--- src/rtl/pwm_generator.sv ---
// PWM generator: double-buffered WIDTH-bit duty, new values applied only at period boundaries.
// Outputs are registered alongside the phase counter; duty_load is always accepted, no backpressure.
module pwm_generator #(
  parameter int PRESCALE = 1,
  parameter int WIDTH    = 8
) (
  input  logic             clock,
  input  logic             reset,
  input  logic             enable,
  input  logic [WIDTH-1:0] duty,
  input  logic             duty_load,
  output logic             pwm,
  output logic             period_start,
  output logic [WIDTH-1:0] duty_active
);

  localparam int               PW         = (PRESCALE > 1) ? $clog2(PRESCALE) : 1;
  localparam logic [PW-1:0]    PRE_LAST   = PW'(PRESCALE - 1);
  // Phase stops one short of all-ones so duty 0 is fully off and all-ones is fully on.
  localparam logic [WIDTH-1:0] PHASE_LAST = WIDTH'((2 ** WIDTH) - 2);

  logic [PW-1:0]    pre_cnt;
  logic [WIDTH-1:0] phase;
  logic [WIDTH-1:0] pending;
  logic             pending_valid;
  logic             tick;
  logic             wrap;
  logic [WIDTH-1:0] phase_next;
  logic [WIDTH-1:0] duty_active_next;

  assign tick = enable && (pre_cnt == PRE_LAST);
  assign wrap = tick && (phase == PHASE_LAST);

  always_comb begin
    phase_next = phase;
    if (wrap) begin
      phase_next = '0;
    end else if (tick) begin
      phase_next = phase + 1'b1;
    end
  end

  // A load landing on the wrap cycle is newer than anything already pending.
  always_comb begin
    duty_active_next = duty_active;
    if (wrap) begin
      if (duty_load) begin
        duty_active_next = duty;
      end else if (pending_valid) begin
        duty_active_next = pending;
      end
    end
  end

  always_ff @(posedge clock or posedge reset) begin
    if (reset) begin
      pre_cnt <= '0;
    end else if (enable) begin
      pre_cnt <= tick ? '0 : pre_cnt + 1'b1;
    end
  end

  always_ff @(posedge clock or posedge reset) begin
    if (reset) begin
      phase       <= '0;
      duty_active <= '0;
    end else begin
      phase       <= phase_next;
      duty_active <= duty_active_next;
    end
  end

  always_ff @(posedge clock or posedge reset) begin
    if (reset) begin
      pending       <= '0;
      pending_valid <= 1'b0;
    end else begin
      if (duty_load) begin
        pending <= duty;
      end
      if (wrap) begin
        pending_valid <= 1'b0;
      end else if (duty_load) begin
        pending_valid <= 1'b1;
      end
    end
  end

  // Compare against the values being registered this edge so pwm lines up with phase.
  always_ff @(posedge clock or posedge reset) begin
    if (reset) begin
      pwm          <= 1'b0;
      period_start <= 1'b0;
    end else begin
      pwm          <= enable && (phase_next < duty_active_next);
      period_start <= wrap;
    end
  end

endmodule

--- config.mk ---
export PLATFORM = sky130hd
export DESIGN_NAME = pwm_generator
export DESIGN_NICKNAME = d
export VERILOG_FILES = /design/src/rtl/pwm_generator.sv
export SDC_FILE = /design/constraint.sdc
export NUM_CORES = 1
export LEC_CHECK = 0
export BUFFER_PORTS_ARGS = -buffer_cell sky130_fd_sc_hd__buf_4
export CAP_MARGIN = 10
export CORE_ASPECT_RATIO = 1.4
export CORE_UTILIZATION = 50
export CTS_CLUSTER_DIAMETER = 100
export CTS_CLUSTER_SIZE = 25
export DETAILED_ROUTE_END_ITERATION = 12
export GPL_TIMING_DRIVEN = 0
export PLACE_DENSITY = 0.71
export SYNTH_ARGS = -nofsm -noshare
export SYNTH_HDL_FRONTEND = slang
export SYNTH_SLANG_ARGS = --single-unit
--- constraint.sdc ---
create_clock -name clock -period 8.4 [get_ports clock]
set_input_delay 0.42 -clock clock [delete_from_list [all_inputs] [get_ports clock]]
set_output_delay 0.42 -clock clock [all_outputs]
set_load 0.01 [all_outputs]
======== After elaboration in Yosys (flattened, before gate mapping) ========
Index checks and enable logic that the tools add are counted.
storage, ports and cells
  bits in latches ......................... 0
  output and inout port bits .............. 10
  bits in writable memories ............... 0
  ROM bits ................................ 0
  memories kept ........................... 0
  bits in registers ....................... 28
cells by class
  add/subtract/negate cells ............... 2
  eq/ne operators ......................... 1
  div/mod/pow operators ................... 0
  reductions and logical operators ........ 4
  magnitude comparators ................... 1
  bitwise operators ....................... 1
  shift-type cells ........................ 0
  multipliers ............................. 0
  multiplexer cells ....................... 8
operator list
  cell                                         number
  two-way mux 8 bit                            5
  adder 8 x 1 -> 8 bit, second input constant  1
  equality test 8 bit, second input constant   1
  < comparator 8 bit                           1
  logical AND 1 bit                            3
  two-way mux 1 bit                            3
  nonzero test 2 bit                           1
  adder 1 bit, second input constant           1
  inverter 1 bit                               1

======== Longest topological paths before layout ========
  depth after elaboration ................. 6
  depth in mapped cells ................... 13

======== Worst setup path before layout ========
Ideal clock, no wire load.
  path type ............................... register to register
  start ................................... reg phase[0]
  end ..................................... reg pwm
  period minus slack after synthesis ...... 2.654 ns
  arrival ................................. 2.570 ns
  path slack .............................. 5.746 ns
  cell stages (with the launch flop) ...... 14
  path buffers ............................ 1
  path through ............................ dfrtp_1 inv_1 ha_1 and4b_4 nand3_4 inv_4 and2_4 buf_6 a221oi_1 ha_1 a21o_1 a21o_1 a221o_1 a41oi_2
between the ends
  word-level cells in the longest chain between the ends .. 5
RTL lines
  element                                                             RTL line  RTL
  from (decl)                                                         23        logic [WIDTH-1:0] phase;
  from (signal assigned)                                              68        phase <= phase_next;
  adder 8 x 1 -> 8 bit / equality test 8 bit (equally long branches)  39, 32
  two-way mux 8 bit / logical AND 1 bit (equally long branches)       38, 32
  two-way mux 8 bit (on tied branches)                                36, 46
  < comparator 8 bit *                                                95        pwm <= enable && (phase_next < duty_active_next);
  logical AND 1 bit *                                                 95
  to (signal assigned)                                                95
  to (decl)                                                           12        output logic pwm,
Mark *: on every way between the ends. The rest lies on a longest branch, timed or not.
A chain may end at the register's enable or synchronous reset.

======== Worst setup path after layout ========
Same ends and word-level chain as after synthesis.

==> flow_summary_export.csv <==
group,metric,value,unit
layout,num_antenna_cells,0,
critical_path,r2r_slack,5470,ps
routing,wire_per_inst,15.6,um
sta,setup_viol,0,
yosys,syn_area_per_cell,11.1,um^2
clock_network,clockBufferDepth,2,
sta,fin_skew,3.28,ps
yosys,ys.flop_type,"dfrtp_1",
global_route,grt_max_degree,29,
yosys,synth_area,1540,um^2
hold_path,worst_hold_path_type,"in -> async",
yosys,synth_warnings,0,
routing,drc,0,
layout,multiInputGateArea,757,um^2
die,die_w,48.9,um
layout,final_cell_mix,"dfrtp_1 (28), buf_4 (23), nand2_1 (13)",
critical_path,critPathSlowestCell,"dfrtp_1",
critical_path,cpPeakStageDelay,440,ps
die,rows,23,
clock_network,root_buffer,"clkbuf_8",
critical_path,worst_setup_path_end_kind,"flip-flop",
global_route,grt_pass1_vias,1149,
critical_path,path_max_fanout,10,
layout,nets,187,
critical_path,rr_startpoint,"phase[0]",
yosys,synth-async-reset-ratio,100,%
global_route,grt_overflow,0,
clock_network,htreeDepth,1,
critical_path,start_kind,"flip-flop",
sta,final_hold_viol_count,0,
sta,finalMaxSlewViolations,0,
clock_network,cts_hold_buf,0,
yosys,syn_inst,139,
critical_path,cp_top_family,"compound AO/OA/AOI/OAI gates",
sta,slew_headroom,68.1,%
routing,ant_nets,0,
routing,viasPerCell,5.73,
place,port_buffers,21,
clock_network,clkSlewWorstSetupHoldPaths,90,ps
clock_network,cts_setup_buffers,0,
die,io_pins,22,
layout,final_common_cell,"dfrtp_1",
clock_network,cts_resized,0,
sta,tightest_slew,478,ps
global_route,grt_usage,21.4,%
run,maxCapViolations,0,
sta,fin_ws,5470,ps
yosys,syn_nets,160,
routing,dr_total_vias,1157,
die,core,2910,um^2
place,place_congestion,0.737,
sta,period_share,34.9,%
layout,nFillCells,237,
die,die_h,67.6,um
critical_path,crit_type,"reg -> reg",
run_status,status,"completed",
sta,max_freq,341,MHz
global_route,top_usage_layer,"met2",
pwr,p_leak,0.000881,uW
critical_path,worstPathCellList,"inv_1 > ha_1 > and4b_4 > nand3_4 > inv_4 > and2_4 > buf_6 > a221oi_1 > ha_1 > a21o_1 > a21o_1 > a221o_1 > a41oi_2",
routing,drt_wl_total,3.16,mm
critical_path,cp-startpoint,"phase[0]",
yosys,yosysUniqueCellTypes,39,
layout,area_growth,18.6,%
routing,firstDrtPassIters,6,
layout,seq_area,701,um^2
yosys,seq_area_frac_synth,45.5,%
place,dp_hpwl,2.34,mm
sta,rsz0062_at_grt,"no",
pwr,p_per_area,200,nW/um^2
sta,final.min_clock_period,2930,ps
sta,setup_tns,0,ps
die,initial_utilization,52.9,%
global_route,grtUsageMet2,39.9,%
clock_network,cts_inserted_buffers,3,
yosys,synth-edff-count,0,
layout,drive_gt1_share,27.9,%
critical_path,worst-path-buf-inv,3,
place,post-place-ws,5470,ps
die,die-area,3310,um^2
routing,drt_iter0_drc,30,
pwr,vdd_ir_drop_max,0.123,mV
clock_network,cts.sinks,28,
clock_network,cts_tree,"yes",
global_route,grt_pass1_wl,5.24,mm
global_route,use_met1,24.8,%
yosys,ys_ff_latch,28,
global_route,gr-usage-met3,2.03,%
clock_network,clk_latency,280,ps
critical_path,worst_ep_arrival_time,3130,ps
global_route,antenna_found_initial,0,
critical_path,worst_ep_required_time,8600,ps
-- Yosys cell counts (3+ instances only) --
cell type  number  area share, %
a21o_1          5            2.4
a221o_1         5            3.3
a221oi_1        4            2.3
a32o_1          3            2.0
dfrtp_1        28             46
ha_1            9            7.3
inv_1           6            1.5
mux2_2          3            2.2
nand2_1        13            3.2
nand2b_1        4            1.6
nand3_1         3           0.98
nand4_1         4            1.6
nor2_1          9            2.2
nor2b_1         4            1.6
o21ai_0         5            1.6
xor2_1          4            2.3
-- layer usage --
layer,part of all wire (%),vias up
li1,-,566
met1,42,558
met2,53,28
met3,3.0,5
met4,1.9,0
met5,0,-
-- kinds of logic after synthesis --
group	share of synthesized area, %
simple gates	16.1
mux	3.50
fa+ha+maj	7.32
compound gates	18.9
xor+xnor	3.41
buf+inv	5.28
flops	45.5
-- flip-flops by register name (all words and copies together) (netlist names) --
signal,flops
phase,8
pending_valid,1
pwm,1
period_start,1
pending,8
pre_cnt,1
duty_active,8
-- area by class of cell --
class / instances / share of cell area, %
inverter: 7 / 1.58
timing repair buffer: 22 / 10.1
multi-input combinational: 97 / 41.5
tap: 37 / 2.54
buffer: 7 / 2.88
clock buffer: 4 / 3.02
sequential: 28 / 38.4
-- where the power goes --
group,switching [uW],internal (uW),leakage [uW],total (uW)
Combinational,54.0,50.3,0.000502,104
Clock,42.9,42.1,0.0000288,85.0
Sequential,20.2,155,0.000350,175
Total,117,247,0.000881,364
-- final timing paths --
check / end / cells past startpoint
setup / recovery: pwm / 13
setup reg to reg: pwm / 13
max in group asynchronous: phase[7] / 3
hold / removal: phase[4] / 2
hold reg to reg: pending[4] / 2
min in group clock: pre_cnt / 2
-- through the flow --
| step | power (uW) | util (%) | instances | cell area (um^2) | hold WS, ps |
|---|---|---|---|---|---|
| 3_3_place_gp | 277 | 60.0 | 197 | 1740 | 465 |
| 2_1_floorplan | 250 | - | 139 | 1540 | 444 |
| 3_5_place_dp | 281 | 60.0 | 197 | 1740 | 473 |
| 6_report | 364 | 62.8 | 202 | 1830 | 144 |
| 5_1_grt | 389 | 62.8 | 202 | 1830 | 179 |
| 4_1_cts | 366 | 61.9 | 201 | 1800 | 302 |
-- worst register-to-register path, cell delays in order, from the launching register on --
cell and delay, ps:
dfrtp_1 440, inv_1 70, ha_1 190, and4b_4 210
nand3_4 130, inv_4 70, and2_4 170, buf_6 140
a221oi_1 270, ha_1 300, a21o_1 160, a21o_1 170
a221o_1 350, a41oi_2 180
Power figures use the tool's default switching activity.
